--- config.mk ---
export PLATFORM = sky130hd
export DESIGN_NAME = vcap_regbank_flat
export DESIGN_NICKNAME = d
export VERILOG_FILES = /design/src/rtl/vcap_regbank_if.sv /design/src/rtl/vcap_regbank.sv /design/src/flat_wrapper.sv
export SDC_FILE = /design/constraint.sdc
export NUM_CORES = 1
export LEC_CHECK = 0
export ABC_AREA = 1
export ABC_CLOCK_PERIOD_IN_PS = 3700
export BUFFER_PORTS_ARGS = -buffer_cell sky130_fd_sc_hd__buf_2
export CORE_ASPECT_RATIO = 2
export CORE_MARGIN = 10
export CORE_UTILIZATION = 51
export DETAILED_ROUTE_END_ITERATION = 7
export PLACE_DENSITY = 0.83
export SETUP_SLACK_MARGIN = 0.2
export SLEW_MARGIN = 0
export SYNTH_ARGS = -nofsm -noshare
export SYNTH_HDL_FRONTEND = slang
export SYNTH_SLANG_ARGS = --single-unit
export TNS_END_PERCENT = 50
--- constraint.sdc ---
create_clock -name i_clk -period 3.7 [get_ports i_clk]
set_input_delay 0.37 -clock i_clk [delete_from_list [all_inputs] [get_ports i_clk]]
set_output_delay 0.37 -clock i_clk [all_outputs]
set_load 0.02 [all_outputs]
--- src/rtl/vcap_regbank_if.sv ---
// Byte-wide register bus: host (master) writes/reads one byte per cycle of vcap_regbank (slave).
interface vcap_regbank_if #(
  parameter int ADDR_W = 5
);
  logic [ADDR_W-1:0] i_addr;
  logic [7:0]        i_data_wr;
  logic              i_select;
  logic              i_wr_req;
  logic [7:0]        o_data_rd;

  modport master (
    output i_addr,
    output i_data_wr,
    output i_select,
    output i_wr_req,
    input  o_data_rd
  );

  modport slave (
    input  i_addr,
    input  i_data_wr,
    input  i_select,
    input  i_wr_req,
    output o_data_rd
  );
endinterface

--- src/rtl/vcap_regbank.sv ---
// Per-channel video capture window/ctrl registers with VSYNC-aligned commit and frame counter.
// Define VCAP_REGBANK_SHADOW_EN for the shadow set + deferred commit; otherwise writes hit the active set directly.
module vcap_regbank #(
  parameter int COORD_W = 12,
  parameter int NUM_CH  = 2,
  parameter int ADDR_W  = $clog2(NUM_CH) + 4
) (
  input  logic                      i_clk,
  input  logic                      i_reset,
  vcap_regbank_if.slave             bus,
  input  logic [NUM_CH-1:0]         i_vsync,
  output logic [NUM_CH*COORD_W-1:0] o_x_start,
  output logic [NUM_CH*COORD_W-1:0] o_x_size,
  output logic [NUM_CH*COORD_W-1:0] o_y_start,
  output logic [NUM_CH*COORD_W-1:0] o_y_size,
  output logic [NUM_CH-1:0]         o_HS_inv,
  output logic [NUM_CH-1:0]         o_VS_inv,
  output logic [3*NUM_CH-1:0]       o_mux_mode,
  output logic [NUM_CH-1:0]         o_commit_pending
);

  localparam int                 CH_W     = (NUM_CH > 1) ? $clog2(NUM_CH) : 1;
  localparam logic [COORD_W-1:0] SIZE_RST = COORD_W'(256);

  // Byte access helpers; bits at or above COORD_W are dropped on write and read back as 0.
  function automatic logic [COORD_W-1:0] put_lo(input logic [COORD_W-1:0] cur, input logic [7:0] d);
    return {cur[COORD_W-1:8], d};
  endfunction

  function automatic logic [COORD_W-1:0] put_hi(input logic [COORD_W-1:0] cur, input logic [7:0] d);
    return {d[COORD_W-9:0], cur[7:0]};
  endfunction

  function automatic logic [7:0] get_lo(input logic [COORD_W-1:0] v);
    return v[7:0];
  endfunction

  function automatic logic [7:0] get_hi(input logic [COORD_W-1:0] v);
    return 8'(v[COORD_W-1:8]);
  endfunction

  logic [CH_W-1:0] ch;
  logic [3:0]      off;
  logic            wr_en;

  if (NUM_CH > 1) begin : g_ch_dec
    assign ch = bus.i_addr[ADDR_W-1:4];
  end else begin : g_ch_one
    assign ch = '0;
  end

  assign off   = bus.i_addr[3:0];
  assign wr_en = bus.i_select & bus.i_wr_req;

  // Bus-programmed set: the shadow set when shadowing is enabled, otherwise the active set itself.
  logic [COORD_W-1:0] cfg_xs  [NUM_CH];
  logic [COORD_W-1:0] cfg_xw  [NUM_CH];
  logic [COORD_W-1:0] cfg_ys  [NUM_CH];
  logic [COORD_W-1:0] cfg_yh  [NUM_CH];
  logic [2:0]         cfg_mux [NUM_CH];
  logic [NUM_CH-1:0]  cfg_hs;
  logic [NUM_CH-1:0]  cfg_vs;

  logic [COORD_W-1:0] act_xs  [NUM_CH];
  logic [COORD_W-1:0] act_xw  [NUM_CH];
  logic [COORD_W-1:0] act_ys  [NUM_CH];
  logic [COORD_W-1:0] act_yh  [NUM_CH];
  logic [2:0]         act_mux [NUM_CH];
  logic [NUM_CH-1:0]  act_hs;
  logic [NUM_CH-1:0]  act_vs;

  logic [NUM_CH-1:0]  pending;
  logic [NUM_CH-1:0]  prev_lvl;
  logic [NUM_CH-1:0]  sync_lvl;
  logic [NUM_CH-1:0]  sync_edge;
  logic [7:0]         frame_cnt [NUM_CH];
  logic [7:0]         rd;

  always_ff @(posedge i_clk or posedge i_reset) begin
    if (i_reset) begin
      cfg_hs <= '0;
      cfg_vs <= '0;
      for (int n = 0; n < NUM_CH; n++) begin
        cfg_xs[n]  <= '0;
        cfg_xw[n]  <= SIZE_RST;
        cfg_ys[n]  <= '0;
        cfg_yh[n]  <= SIZE_RST;
        cfg_mux[n] <= '0;
      end
    end else if (wr_en) begin
      case (off)
        4'd0: cfg_xs[ch] <= put_lo(cfg_xs[ch], bus.i_data_wr);
        4'd1: cfg_xs[ch] <= put_hi(cfg_xs[ch], bus.i_data_wr);
        4'd2: cfg_xw[ch] <= put_lo(cfg_xw[ch], bus.i_data_wr);
        4'd3: cfg_xw[ch] <= put_hi(cfg_xw[ch], bus.i_data_wr);
        4'd4: cfg_ys[ch] <= put_lo(cfg_ys[ch], bus.i_data_wr);
        4'd5: cfg_ys[ch] <= put_hi(cfg_ys[ch], bus.i_data_wr);
        4'd6: cfg_yh[ch] <= put_lo(cfg_yh[ch], bus.i_data_wr);
        4'd7: cfg_yh[ch] <= put_hi(cfg_yh[ch], bus.i_data_wr);
        4'd8: begin
          cfg_hs[ch]  <= bus.i_data_wr[0];
          cfg_vs[ch]  <= bus.i_data_wr[1];
          cfg_mux[ch] <= bus.i_data_wr[4:2];
        end
        default: ;
      endcase
    end
  end

`ifdef VCAP_REGBANK_SHADOW_EN
  logic [NUM_CH-1:0] cmd_wr;
  logic [NUM_CH-1:0] commit_now;
  logic [NUM_CH-1:0] commit_set;
  logic [NUM_CH-1:0] copy;

  // A deferred-commit write that lands on a sync edge must not copy; it arms the next edge instead.
  always_comb begin
    cmd_wr = '0;
    for (int n = 0; n < NUM_CH; n++) begin
      cmd_wr[n] = wr_en && (off == 4'd9) && (ch == CH_W'(n));
    end
    commit_now = cmd_wr & {NUM_CH{bus.i_data_wr[1]}};
    commit_set = cmd_wr & {NUM_CH{bus.i_data_wr[0] & ~bus.i_data_wr[1]}};
    copy       = commit_now | (sync_edge & pending & ~commit_set);
  end

  always_ff @(posedge i_clk or posedge i_reset) begin
    if (i_reset) begin
      pending <= '0;
      act_hs  <= '0;
      act_vs  <= '0;
      for (int n = 0; n < NUM_CH; n++) begin
        act_xs[n]  <= '0;
        act_xw[n]  <= SIZE_RST;
        act_ys[n]  <= '0;
        act_yh[n]  <= SIZE_RST;
        act_mux[n] <= '0;
      end
    end else begin
      for (int n = 0; n < NUM_CH; n++) begin
        if (copy[n]) begin
          act_xs[n]  <= cfg_xs[n];
          act_xw[n]  <= cfg_xw[n];
          act_ys[n]  <= cfg_ys[n];
          act_yh[n]  <= cfg_yh[n];
          act_mux[n] <= cfg_mux[n];
          act_hs[n]  <= cfg_hs[n];
          act_vs[n]  <= cfg_vs[n];
        end
        if (commit_now[n]) begin
          pending[n] <= 1'b0;
        end else if (commit_set[n]) begin
          pending[n] <= 1'b1;
        end else if (copy[n]) begin
          pending[n] <= 1'b0;
        end
      end
    end
  end
`else
  assign act_xs  = cfg_xs;
  assign act_xw  = cfg_xw;
  assign act_ys  = cfg_ys;
  assign act_yh  = cfg_yh;
  assign act_mux = cfg_mux;
  assign act_hs  = cfg_hs;
  assign act_vs  = cfg_vs;
  assign pending = '0;
`endif

  // prev_lvl resets high so a VSYNC already asserted at reset release is not taken as an edge.
  assign sync_lvl  = i_vsync ^ act_vs;
  assign sync_edge = sync_lvl & ~prev_lvl;

  always_ff @(posedge i_clk or posedge i_reset) begin
    if (i_reset) begin
      prev_lvl <= '1;
      for (int n = 0; n < NUM_CH; n++) begin
        frame_cnt[n] <= '0;
      end
    end else begin
      prev_lvl <= sync_lvl;
      for (int n = 0; n < NUM_CH; n++) begin
        if (sync_edge[n]) begin
          frame_cnt[n] <= frame_cnt[n] + 8'd1;
        end
      end
    end
  end

  always_comb begin
    rd = '0;
    case (off)
      4'd0:    rd = get_lo(cfg_xs[ch]);
      4'd1:    rd = get_hi(cfg_xs[ch]);
      4'd2:    rd = get_lo(cfg_xw[ch]);
      4'd3:    rd = get_hi(cfg_xw[ch]);
      4'd4:    rd = get_lo(cfg_ys[ch]);
      4'd5:    rd = get_hi(cfg_ys[ch]);
      4'd6:    rd = get_lo(cfg_yh[ch]);
      4'd7:    rd = get_hi(cfg_yh[ch]);
      4'd8:    rd = {3'b000, cfg_mux[ch], cfg_vs[ch], cfg_hs[ch]};
      4'd9:    rd = {7'd0, pending[ch]};
      4'd10:   rd = frame_cnt[ch];
      default: rd = '0;
    endcase
  end

  assign bus.o_data_rd = rd;

  always_comb begin
    o_x_start  = '0;
    o_x_size   = '0;
    o_y_start  = '0;
    o_y_size   = '0;
    o_mux_mode = '0;
    for (int n = 0; n < NUM_CH; n++) begin
      o_x_start[n*COORD_W +: COORD_W] = act_xs[n];
      o_x_size[n*COORD_W +: COORD_W]  = act_xw[n];
      o_y_start[n*COORD_W +: COORD_W] = act_ys[n];
      o_y_size[n*COORD_W +: COORD_W]  = act_yh[n];
      o_mux_mode[3*n +: 3]            = act_mux[n];
    end
  end

  assign o_HS_inv         = act_hs;
  assign o_VS_inv         = act_vs;
  assign o_commit_pending = pending;

endmodule

--- src/flat_wrapper.sv ---
// flat-port wrapper written by rule: the top's interface ports become plain ports
module vcap_regbank_flat 
#(
  parameter int COORD_W = 12,
  parameter int NUM_CH  = 2,
  parameter int ADDR_W  = $clog2(NUM_CH) + 4
)
  (i_clk, i_reset, i_vsync, o_x_start, o_x_size, o_y_start, o_y_size, o_HS_inv, o_VS_inv, o_mux_mode, o_commit_pending, bus_i_addr, bus_i_data_wr, bus_i_select, bus_i_wr_req, bus_o_data_rd);
  vcap_regbank_if #(.ADDR_W(ADDR_W)) bus_i ();
  input  logic i_clk;
  input  logic i_reset;
  input  logic [NUM_CH-1:0] i_vsync;
  output logic [NUM_CH*COORD_W-1:0] o_x_start;
  output logic [NUM_CH*COORD_W-1:0] o_x_size;
  output logic [NUM_CH*COORD_W-1:0] o_y_start;
  output logic [NUM_CH*COORD_W-1:0] o_y_size;
  output logic [NUM_CH-1:0] o_HS_inv;
  output logic [NUM_CH-1:0] o_VS_inv;
  output logic [3*NUM_CH-1:0] o_mux_mode;
  output logic [NUM_CH-1:0] o_commit_pending;
  input wire logic [$bits(bus_i.i_addr)-1:0] bus_i_addr;
  input wire logic [$bits(bus_i.i_data_wr)-1:0] bus_i_data_wr;
  input wire logic [$bits(bus_i.i_select)-1:0] bus_i_select;
  input wire logic [$bits(bus_i.i_wr_req)-1:0] bus_i_wr_req;
  output wire logic [$bits(bus_i.o_data_rd)-1:0] bus_o_data_rd;
  assign bus_i.i_addr = bus_i_addr;
  assign bus_i.i_data_wr = bus_i_data_wr;
  assign bus_i.i_select = bus_i_select;
  assign bus_i.i_wr_req = bus_i_wr_req;
  assign bus_o_data_rd = bus_i.o_data_rd;
  vcap_regbank #(.COORD_W(COORD_W), .NUM_CH(NUM_CH), .ADDR_W(ADDR_W)) u_core (.i_clk(i_clk), .i_reset(i_reset), .bus(bus_i), .i_vsync(i_vsync), .o_x_start(o_x_start), .o_x_size(o_x_size), .o_y_start(o_y_start), .o_y_size(o_y_size), .o_HS_inv(o_HS_inv), .o_VS_inv(o_VS_inv), .o_mux_mode(o_mux_mode), .o_commit_pending(o_commit_pending));
endmodule
# Yosys cells after proc, flatten, opt, wreduce, memory -nomap -nowiden
# Index checks and enable logic that the tools add are counted.
dict set report classes {
  n_lt_le_gt_ge 4
  reduce_logical 12
  n_mux 45
  n_eq_ne 10
  add_sub_neg 2
  bitwise 5
}
# op n
set op_table {}
lappend op_table {{$bwmux 24} 8}
lappend op_table {{$pmux 24 s2} 4}
lappend op_table {{$mux 12} 13}
lappend op_table {{$pmux 8 s11} 1}
lappend op_table {{$mux 8} 3}
lappend op_table {{$add 8x1->8 const B} 2}
lappend op_table {{$eq 4x3->1 const B} 4}
lappend op_table {{$demux 12 s1} 1}
lappend op_table {{$eq 4x4->1 const B} 3}
lappend op_table {{$mux 3} 4}
lappend op_table {{$reduce_and 2->1} 5}
lappend op_table {{$eq 4x2->1 const B} 2}
lappend op_table {{$reduce_bool 2->1} 4}
lappend op_table {{$bwmux 6} 1}
lappend op_table {{$mux 1} 6}
lappend op_table {{$bwmux 2} 2}
lappend op_table {{$eq 4x1->1 const B} 1}
lappend op_table {{$logic_not 4->1} 1}
lappend op_table {{$demux 3 s1} 1}
lappend op_table {{$and 2x2->2} 1}
lappend op_table {{$ge 2x2->1 const B} 1}
lappend op_table {{$logic_and 1x1->1} 2}
lappend op_table {{$lt 1x2->1 const B} 1}
lappend op_table {{$lt 2x1->1 const B} 1}
lappend op_table {{other kinds (6)} 6}
dict set report totals {
  word_cells 93
  ff_bits 124
}

# Logic depth before layout (Yosys ltp)
# Gate-level depths: netlist of the first run.
dict set report depth {
  ltp_word 7
  mapped_depth 9
  ltp_nobuf 8
}

# Least setup slack after synthesis of the first run
# Ideal clock, no wire load.
dict set report synth_path {
  path_type {input-to-output}
  startpoint {input bus_i_addr[4]}
  endpoint {output bus_o_data_rd[1]}
  arrival_ns 1.298
  path_stages 8
  path_slack_ns 2.032
  path_cell_list {buf_4 buf_6 buf_4 o21ai_0 nand2_1 nand2_1 nor2_1 nand3_1}
}
dict set report synth_between {
  elab_chain_cells 5
}
# element line
set synth_lines {}
lappend synth_lines {{start, declared} flat_wrapper.sv:21} ;# input wire logic [$bits(bus_i.i_addr)-1:0] bus_i_addr;
lappend synth_lines {{$not 1->2 (not written as such)} n/a}
lappend synth_lines {{$mux 8 (not written as such), or another cell as far along (3 in a row)} vcap_regbank.sv:204} ;# 4'd10: rd = frame_cnt[ch];
lappend synth_lines {{$pmux 8 s11 *} vcap_regbank.sv:193} ;# case (off)
lappend synth_lines {{end, declared} flat_wrapper.sv:25} ;# output wire logic [$bits(bus_i.o_data_rd)-1:0] bus_o_data_rd;
# Mark *: on every way between the ends. The rest lies on a longest branch, timed or not. The select of a mux whose other input is x is not followed.

# Worst setup path in the final report of the first run
# Same ends and word-level chain as after synthesis.

==> results.py, run 1 <==
metrics = {
    "run_status": {
        "outcome": "complete, no violations",
    },
    "worst_hold_path": {
        "hold_class": "in -> async",
    },
    "floorplanning": {
        "ios": 135,
        "dieArea_um2": 19800,
        "start_util_pct": 52.3,
        "core_area_um2": 14000,
        "fp.dieW_um": 105,
        "rows": 61,
        "die_h_um": 189,
    },
    "detailed_routing": {
        "drtIter0Drc": 735,
        "first_pass_iters": 7,
        "route.detailed.drc": 0,
        "vias_per_cell": 5.56,
        "wl_per_cell_um": 18.0,
        "dr_total_vias": 7693,
        "totalWireLength_um": 24900,
        "route.antenna.remaining_nets": 0,
    },
    "cts": {
        "cts_max_path_buffers": 2,
        "cts_made_buffers": 17,
        "hold_buffers": 0,
        "htreeDepth": 4,
        "clk_latency_ns": 0.43,
        "tritoncts": "built",
        "cts_num_sinks": 124,
        "post_cts_buffers": 0,
        "cts.repair.resized": 0,
        "cts_root_buf": "clkbuf_16",
        "cts.reportedPaths.clkPinSlew_ns": 0.06,
    },
    "critical_path": {
        "crit_chain": "buf_4 > buf_12 > nand2_1 > o21ai_0 > nand2_1 > nand2_1 > nor2_1 > nand3_1 > buf_2",
        "cp.required_ns": 3.33,
        "critPathKind": "in -> out",
        "slowest_stage": "buf_12",
        "critPathLaunchType": "input pin",
        "crit_start": "bus_i_addr[4]",
        "r2r_end": "u_core.frame_cnt[12]",
        "crit_path_max_incr_delay_ns": 0.41,
        "endpoint_kind": "output pin",
        "worst_ep_arrival_time_ns": 2.12,
        "cp_max_fo": 107,
        "cp.depth": 9,
        "endpoint": "bus_o_data_rd[1]",
        "crit_top_cell": "nand2_1",
        "r2r_cells": 7,
        "cp.buffers_inverters": 3,
        "cp_top_family": "buffers and inverters",
        "ff2ff_setup_slack_ns": 2.17,
        "regToRegStartpoint": "u_core.o_VS_inv[0]",
    },
    "placement": {
        "dp_hpwl_um": 17900,
        "io_buffers": 132,
        "dpl_worst_slack_ns": 1.26,
        "place.gp.congestion": 0.929,
        "dpl_cell_area_um2": 8020,
    },
    "logic_synthesis": {
        "ys_types": 27,
        "postSynthAreaPerCell_um2": 6.81,
        "synth_top_area_cell": "dfrtp_1",
        "yosysSeqAreaShare_pct": 42.6,
        "yosys_warnings": 0,
        "syn_inst": 1073,
        "synth_top_area_share_pct": 40.4,
        "synth_area_um2": 7300,
        "ys_ff_latch": 124,
        "synth_area_leaders": "dfrtp_1 (40%), nand2_1 (24%), o21ai_0 (11%)",
    },
    "timing": {
        "skew_ns": 0.00744,
        "hold_slack_ns": 0.124,
        "rsz0062_at_grt": "no",
        "drv_slew": 0,
        "worst_slew_pin_slew_ns": 0.945,
        "hold_viol_final": 0,
        "period_share_pct": 67.2,
        "period_minus_slack_ns": 2.49,
        "worst_slack_ns": 1.21,
        "tns_ns": 0,
        "timing.fmax_mhz": 402,
        "setup_viol": 0,
        "slew_headroom_pct": 36.9,
    },
    "flow_run": {
        "max_cap_viol_count": 0,
    },
    "power_and_ir_drop": {
        "power.leakage_nw": 4.80,
        "pwr-share-comb_pct": 24.6,
        "p_per_area_nw_per_um2": 545,
        "seq_power_share_pct": 38.7,
        "power.switching_mw": 1.72,
        "peakVddDrop_v": 0.000377,
        "swShare_pct": 36.5,
        "pwr-share-clk_pct": 36.7,
        "power.internal_mw": 2.99,
    },
    "global_routing": {
        "grt_pass1_vias": 7469,
        "antenna_found_initial": 1,
        "grt_use_total_pct": 25.1,
        "grt_max_degree": 108,
        "grt_pass1_wl_um": 39500,
        "grt-ovfl-total": 0,
    },
    "layout": {
        "final_cell_area_um2": 8630,
        "final_util_pct": 61.8,
        "diodes": 0,
        "syn2layout_area_growth_pct": 18.2,
        "fin_nets": 1202,
        "drive_above_1_share_pct": 17.2,
    },
}
==> how the worst min path moves through the flow <==
stage | startpoint | endpoint | cells past startpoint
global route | i_reset | u_core.o_y_start[21] | 2
finish | i_reset | u_core.o_y_start[21] | 2
CTS | i_reset | u_core.o_y_start[21] | 2
global placement | u_core.o_x_size[20] | u_core.o_x_size[20] | 2
detailed placement | u_core.o_x_size[20] | u_core.o_x_size[20] | 2
floorplan | u_core.frame_cnt[15] | u_core.frame_cnt[15] | 2
==> cell usage in the layout (no fill, tap or decap), drive strengths merged <==
cell / n
buf: 139
bufinv: 2
clkbuf: 19
clkinv: 4
clkinvlp: 3
conb: 2
dfrtp: 118
dfstp: 6
ha: 2
inv: 106
nand2: 479
nand3: 65
nand3b: 3
nand4: 9
nor2: 37
o211ai: 24
o21ai: 170
xnor2: 1
xor2: 5
==> per-stage QoR <==
stage,total power [mW],cells
final,4.70,1383
after CTS,4.70,1383
after global placement,2.95,1351
after global routing,4.93,1383
after floorplan,2.53,1074
after detailed placement,2.98,1351
==> worst reg2reg max path: stages, from the launching register on <==
cell and delay [ns]:
dfrtp_1 0.39, inv_1 0.09, nand2_1 0.08, nand2_1 0.07, nor2_1 0.36, nand2_1 0.17, o21ai_0 0.18, nand2_1 0.07
==> metal layers <==
layer | part of all wire (%) | global-route usage [%] | up-vias
li1 | - | - | 3639
met3 | 8.2 | 6.09 | 125
met4 | 8.5 | 19.6 | 2
met1 | 35 | 26.7 | 3476
met2 | 49 | 41.8 | 451
met5 | 0.028 | 0 | -
==> cell usage after synthesis <==
cell type / instances
nand2_1: 475
o21ai_0: 164
dfrtp_1: 118
inv_1: 93
nand3_1: 63
buf_2: 34
nor2_1: 24
o211ai_1: 24
clkbuf_1: 9
nand4_1: 9
inv_2: 8
nor2_2: 7
buf_4: 6
dfstp_2: 6
o21ai_1: 6
nor2_4: 5
xor2_1: 5
nand2_2: 4
nand3b_1: 3
ha_1: 2
nand3_2: 2
buf_6: 1
clkbuf_2: 1
clkinv_1: 1
conb_1: 1
nor2_8: 1
xnor2_1: 1
==> cell type report <==
cell class / count / area (um2)
Multi-Input combinational cell: 797 / 3550
Inverter: 102 / 387
Tap cell: 189 / 236
Timing Repair Buffer: 139 / 741
Fill cell: 1260 / 5340
Clock inverter: 13 / 154
Sequential cell: 124 / 3110
Clock buffer: 19 / 453
==> power groups by stage <==
| stage | Sequential, mW | Combinational (mW) | Clock, mW |
|---|---|---|---|
| final | 1.82 | 1.16 | 1.72 |
| after global placement | 1.83 | 1.12 | 0 |
| after floorplan | 2.00 | 0.537 | 0 |
| after CTS | 1.81 | 1.16 | 1.73 |
| after detailed placement | 1.83 | 1.15 | 0 |
| after global routing | 1.85 | 1.30 | 1.79 |
==> logic make-up (layout without fill, tap and decap cells) <==
kind of cell	count (synthesis)	after routing	share of synthesized area, %
AO/OA/AOI/OAI	194	194	14.1
flip-flops	124	124	42.6
XOR/XNOR	6	6	0.720
AND/OR/NAND/NOR	593	593	33.3
buffers and inverters	153	273	8.87
adder cells (fa/ha/maj)	2	2	0.343
other	1	2	0.0513
==> registers in the layout (all words and copies together), names as in the netlist <==
signal	flops
u_core.o_y_size	24
u_core.o_mux_mode	6
u_core.frame_cnt	16
u_core.o_x_size	24
u_core.o_x_start	24
u_core.o_HS_inv	2
u_core.prev_lvl	2
u_core.o_VS_inv	2
u_core.o_y_start	24
(Power assumes the default switching activity.)
==> run 2: changes to the inputs <==
--- a/config.mk
+++ b/config.mk
@@ -6,13 +6,13 @@
 export NUM_CORES = 1
 export LEC_CHECK = 0
 export ABC_AREA = 1
-export ABC_CLOCK_PERIOD_IN_PS = 3700
+export ABC_CLOCK_PERIOD_IN_PS = 2400
 export BUFFER_PORTS_ARGS = -buffer_cell sky130_fd_sc_hd__buf_2
 export CORE_ASPECT_RATIO = 2
 export CORE_MARGIN = 10
-export CORE_UTILIZATION = 51
+export CORE_UTILIZATION = 56
 export DETAILED_ROUTE_END_ITERATION = 7
-export PLACE_DENSITY = 0.83
+export PLACE_DENSITY = 0.86
 export SETUP_SLACK_MARGIN = 0.2
 export SLEW_MARGIN = 0
 export SYNTH_ARGS = -nofsm -noshare
==> constraint.sdc (replaced) <==
create_clock -name i_clk -period 2.4 [get_ports i_clk]
set_input_delay 0.24 -clock i_clk [delete_from_list [all_inputs] [get_ports i_clk]]
set_output_delay 0.24 -clock i_clk [all_outputs]
set_load 0.02 [all_outputs]
==> run 2 against run 1 <==
  * Global-route usage is 2.2 points higher
  * Wire length is 0.70% higher
  * Non-clock buffer count is 21 higher
  * Sequential power is 54% higher
  * Critical path depth is 2 lower
  * Combinational power is 58% higher
  * Register-to-register slack worse by 1.2 ns
  * Critical endpoint is now bus_o_data_rd[2]
  * First-iteration DRC count is 16% lower
  * Largest power group unchanged
  * Die area is 7.6% lower
  * Via count is 2.2% higher
  * Highest routed layer is now met4
  * Flip-flop and latch count stayed put
  * Worst setup slack worse by 0.78 ns
==> results.py, run 2 (synthesis gave the netlist of run 1 again) <==
metrics = {
    "floorplanning": {
        "ios": 135,
        "die_h_um": 182,
        "start_util_pct": 56.5,
        "core_area_um2": 12900,
        "rows": 59,
        "fp.dieW_um": 101,
        "dieArea_um2": 18300,
    },
    "cts": {
        "htreeDepth": 4,
        "cts_root_buf": "clkbuf_16",
        "cts_num_sinks": 124,
        "cts.reportedPaths.clkPinSlew_ns": 0.06,
        "hold_buffers": 1,
        "post_cts_buffers": 0,
        "clk_latency_ns": 0.42,
        "tritoncts": "built",
        "cts.repair.resized": 0,
        "cts_made_buffers": 17,
        "cts_max_path_buffers": 2,
    },
    "power_and_ir_drop": {
        "peakVddDrop_v": 0.000724,
        "p_total_mw": 7.14,
        "power.leakage_nw": 4.91,
        "p_per_area_nw_per_um2": 815,
    },
    "timing": {
        "hold_viol_final": 0,
        "period_share_pct": 82.1,
        "worst_slew_pin_slew_ns": 0.829,
        "skew_ns": 0.00923,
        "timing.fmax_mhz": 507,
        "drv_slew": 0,
        "slew_headroom_pct": 44.7,
        "period_minus_slack_ns": 1.97,
        "setup_viol": 0,
        "hold_slack_ns": 0.0945,
        "tns_ns": 0,
        "rsz0062_at_grt": "no",
    },
    "layout": {
        "drive_above_1_share_pct": 18.3,
        "diodes": 0,
        "syn2layout_area_growth_pct": 19.9,
        "fin_nets": 1223,
        "final_common_cell": "nand2_1",
        "mostFrequentLayoutCells": "nand2_1 (475), o21ai_0 (164), buf_2 (131), dfrtp_1 (118), inv_1 (92)",
        "final_cell_area_um2": 8760,
    },
    "placement": {
        "place.gp.congestion": 0.986,
        "dpl_cell_area_um2": 8180,
        "dp_hpwl_um": 18600,
        "io_buffers": 132,
    },
    "critical_path": {
        "cp.required_ns": 2.16,
        "endpoint_kind": "output pin",
        "cp_max_fo": 3,
        "critPathKind": "reg -> out",
        "crit_chain": "nand2_1 > o21ai_0 > nand2_1 > nand2_1 > nor2_1 > nand3_1 > buf_2",
        "crit_top_cell": "nand2_1",
        "crit_path_max_incr_delay_ns": 0.40,
        "critPathLaunchType": "flop",
        "slowest_stage": "dfrtp_1",
        "worst_ep_arrival_time_ns": 1.73,
    },
    "global_routing": {
        "grt_use_total_pct": 27.3,
        "grt_pass1_vias": 7681,
        "grt_pass1_wl_um": 39400,
        "grt-ovfl-total": 0,
        "grt_max_degree": 59,
        "antenna_found_initial": 0,
    },
    "worst_hold_path": {
        "hold_class": "in -> reg",
    },
    "detailed_routing": {
        "dr_total_vias": 7865,
        "totalWireLength_um": 25100,
        "route.antenna.remaining_nets": 0,
        "vias_per_cell": 5.75,
        "route.detailed.drc": 0,
        "wl_per_cell_um": 18.4,
        "first_pass_iters": 7,
        "drtIter0Drc": 616,
    },
    "flow_run": {
        "max_cap_viol_count": 0,
    },
    "run_status": {
        "outcome": "complete, no violations",
    },
}
run 2: cell type report:
type	instances	area (um2)
fill	1122	4160
multi-input combinational	797	3550
sequential	124	3110
timing repair buffer	160	951
clock buffer	21	450
inverter	102	387
tap	152	190
clock inverter	11	120
run 2: metal layers:
metal | vias up | GRT usage (%) | share of wire, %
met1 | 3627 | 29.0 | 35
met5 | - | 0 | 0
li1 | 3673 | - | -
met2 | 450 | 45.4 | 49
met3 | 115 | 6.08 | 7.9
met4 | 0 | 20.6 | 8.1
run 2: final timing paths:
path	from	endpoint	slack, ns	cells past startpoint
setup / recovery	u_core.o_y_start[14]	bus_o_data_rd[2]	0.43	7
hold / removal	i_vsync[1]	u_core.prev_lvl[1]	0.09	4
min in group asynchronous	i_reset	u_core.o_y_start[21]	0.48	3
hold reg to reg	u_core.o_x_size[20]	u_core.o_x_size[20]	0.49	2
max in group asynchronous	i_reset	u_core.o_y_size[20]	1.16	4
setup reg to reg	u_core.o_VS_inv[1]	u_core.frame_cnt[4]	0.94	7
run 2: report_power, final:
part	switching, mW	internal (mW)
registers	0.327	2.47
logic	1.27	0.556
clock network	0.965	1.55
total	2.56	4.58
run 2: stage by stage:
step | worst slack (ns) | instances | util (%)
after floorplan | 0.640 | 1074 | -
after global placement | 0.504 | 1334 | 63.3
after detailed placement | 0.524 | 1334 | 63.3
after CTS | 0.509 | 1367 | 67.8
after global routing | 0.400 | 1367 | 67.8
final | 0.430 | 1367 | 67.8
run 2: critical path: cells and delay by family (launching register included):
| family | cells | cell delay, ns |
|---|---|---|
| AND/OR/NAND/NOR | 5 | 0.55 |
| flip-flops | 1 | 0.40 |
| AO/OA/AOI/OAI | 1 | 0.18 |
| buffers and inverters | 1 | 0.18 |
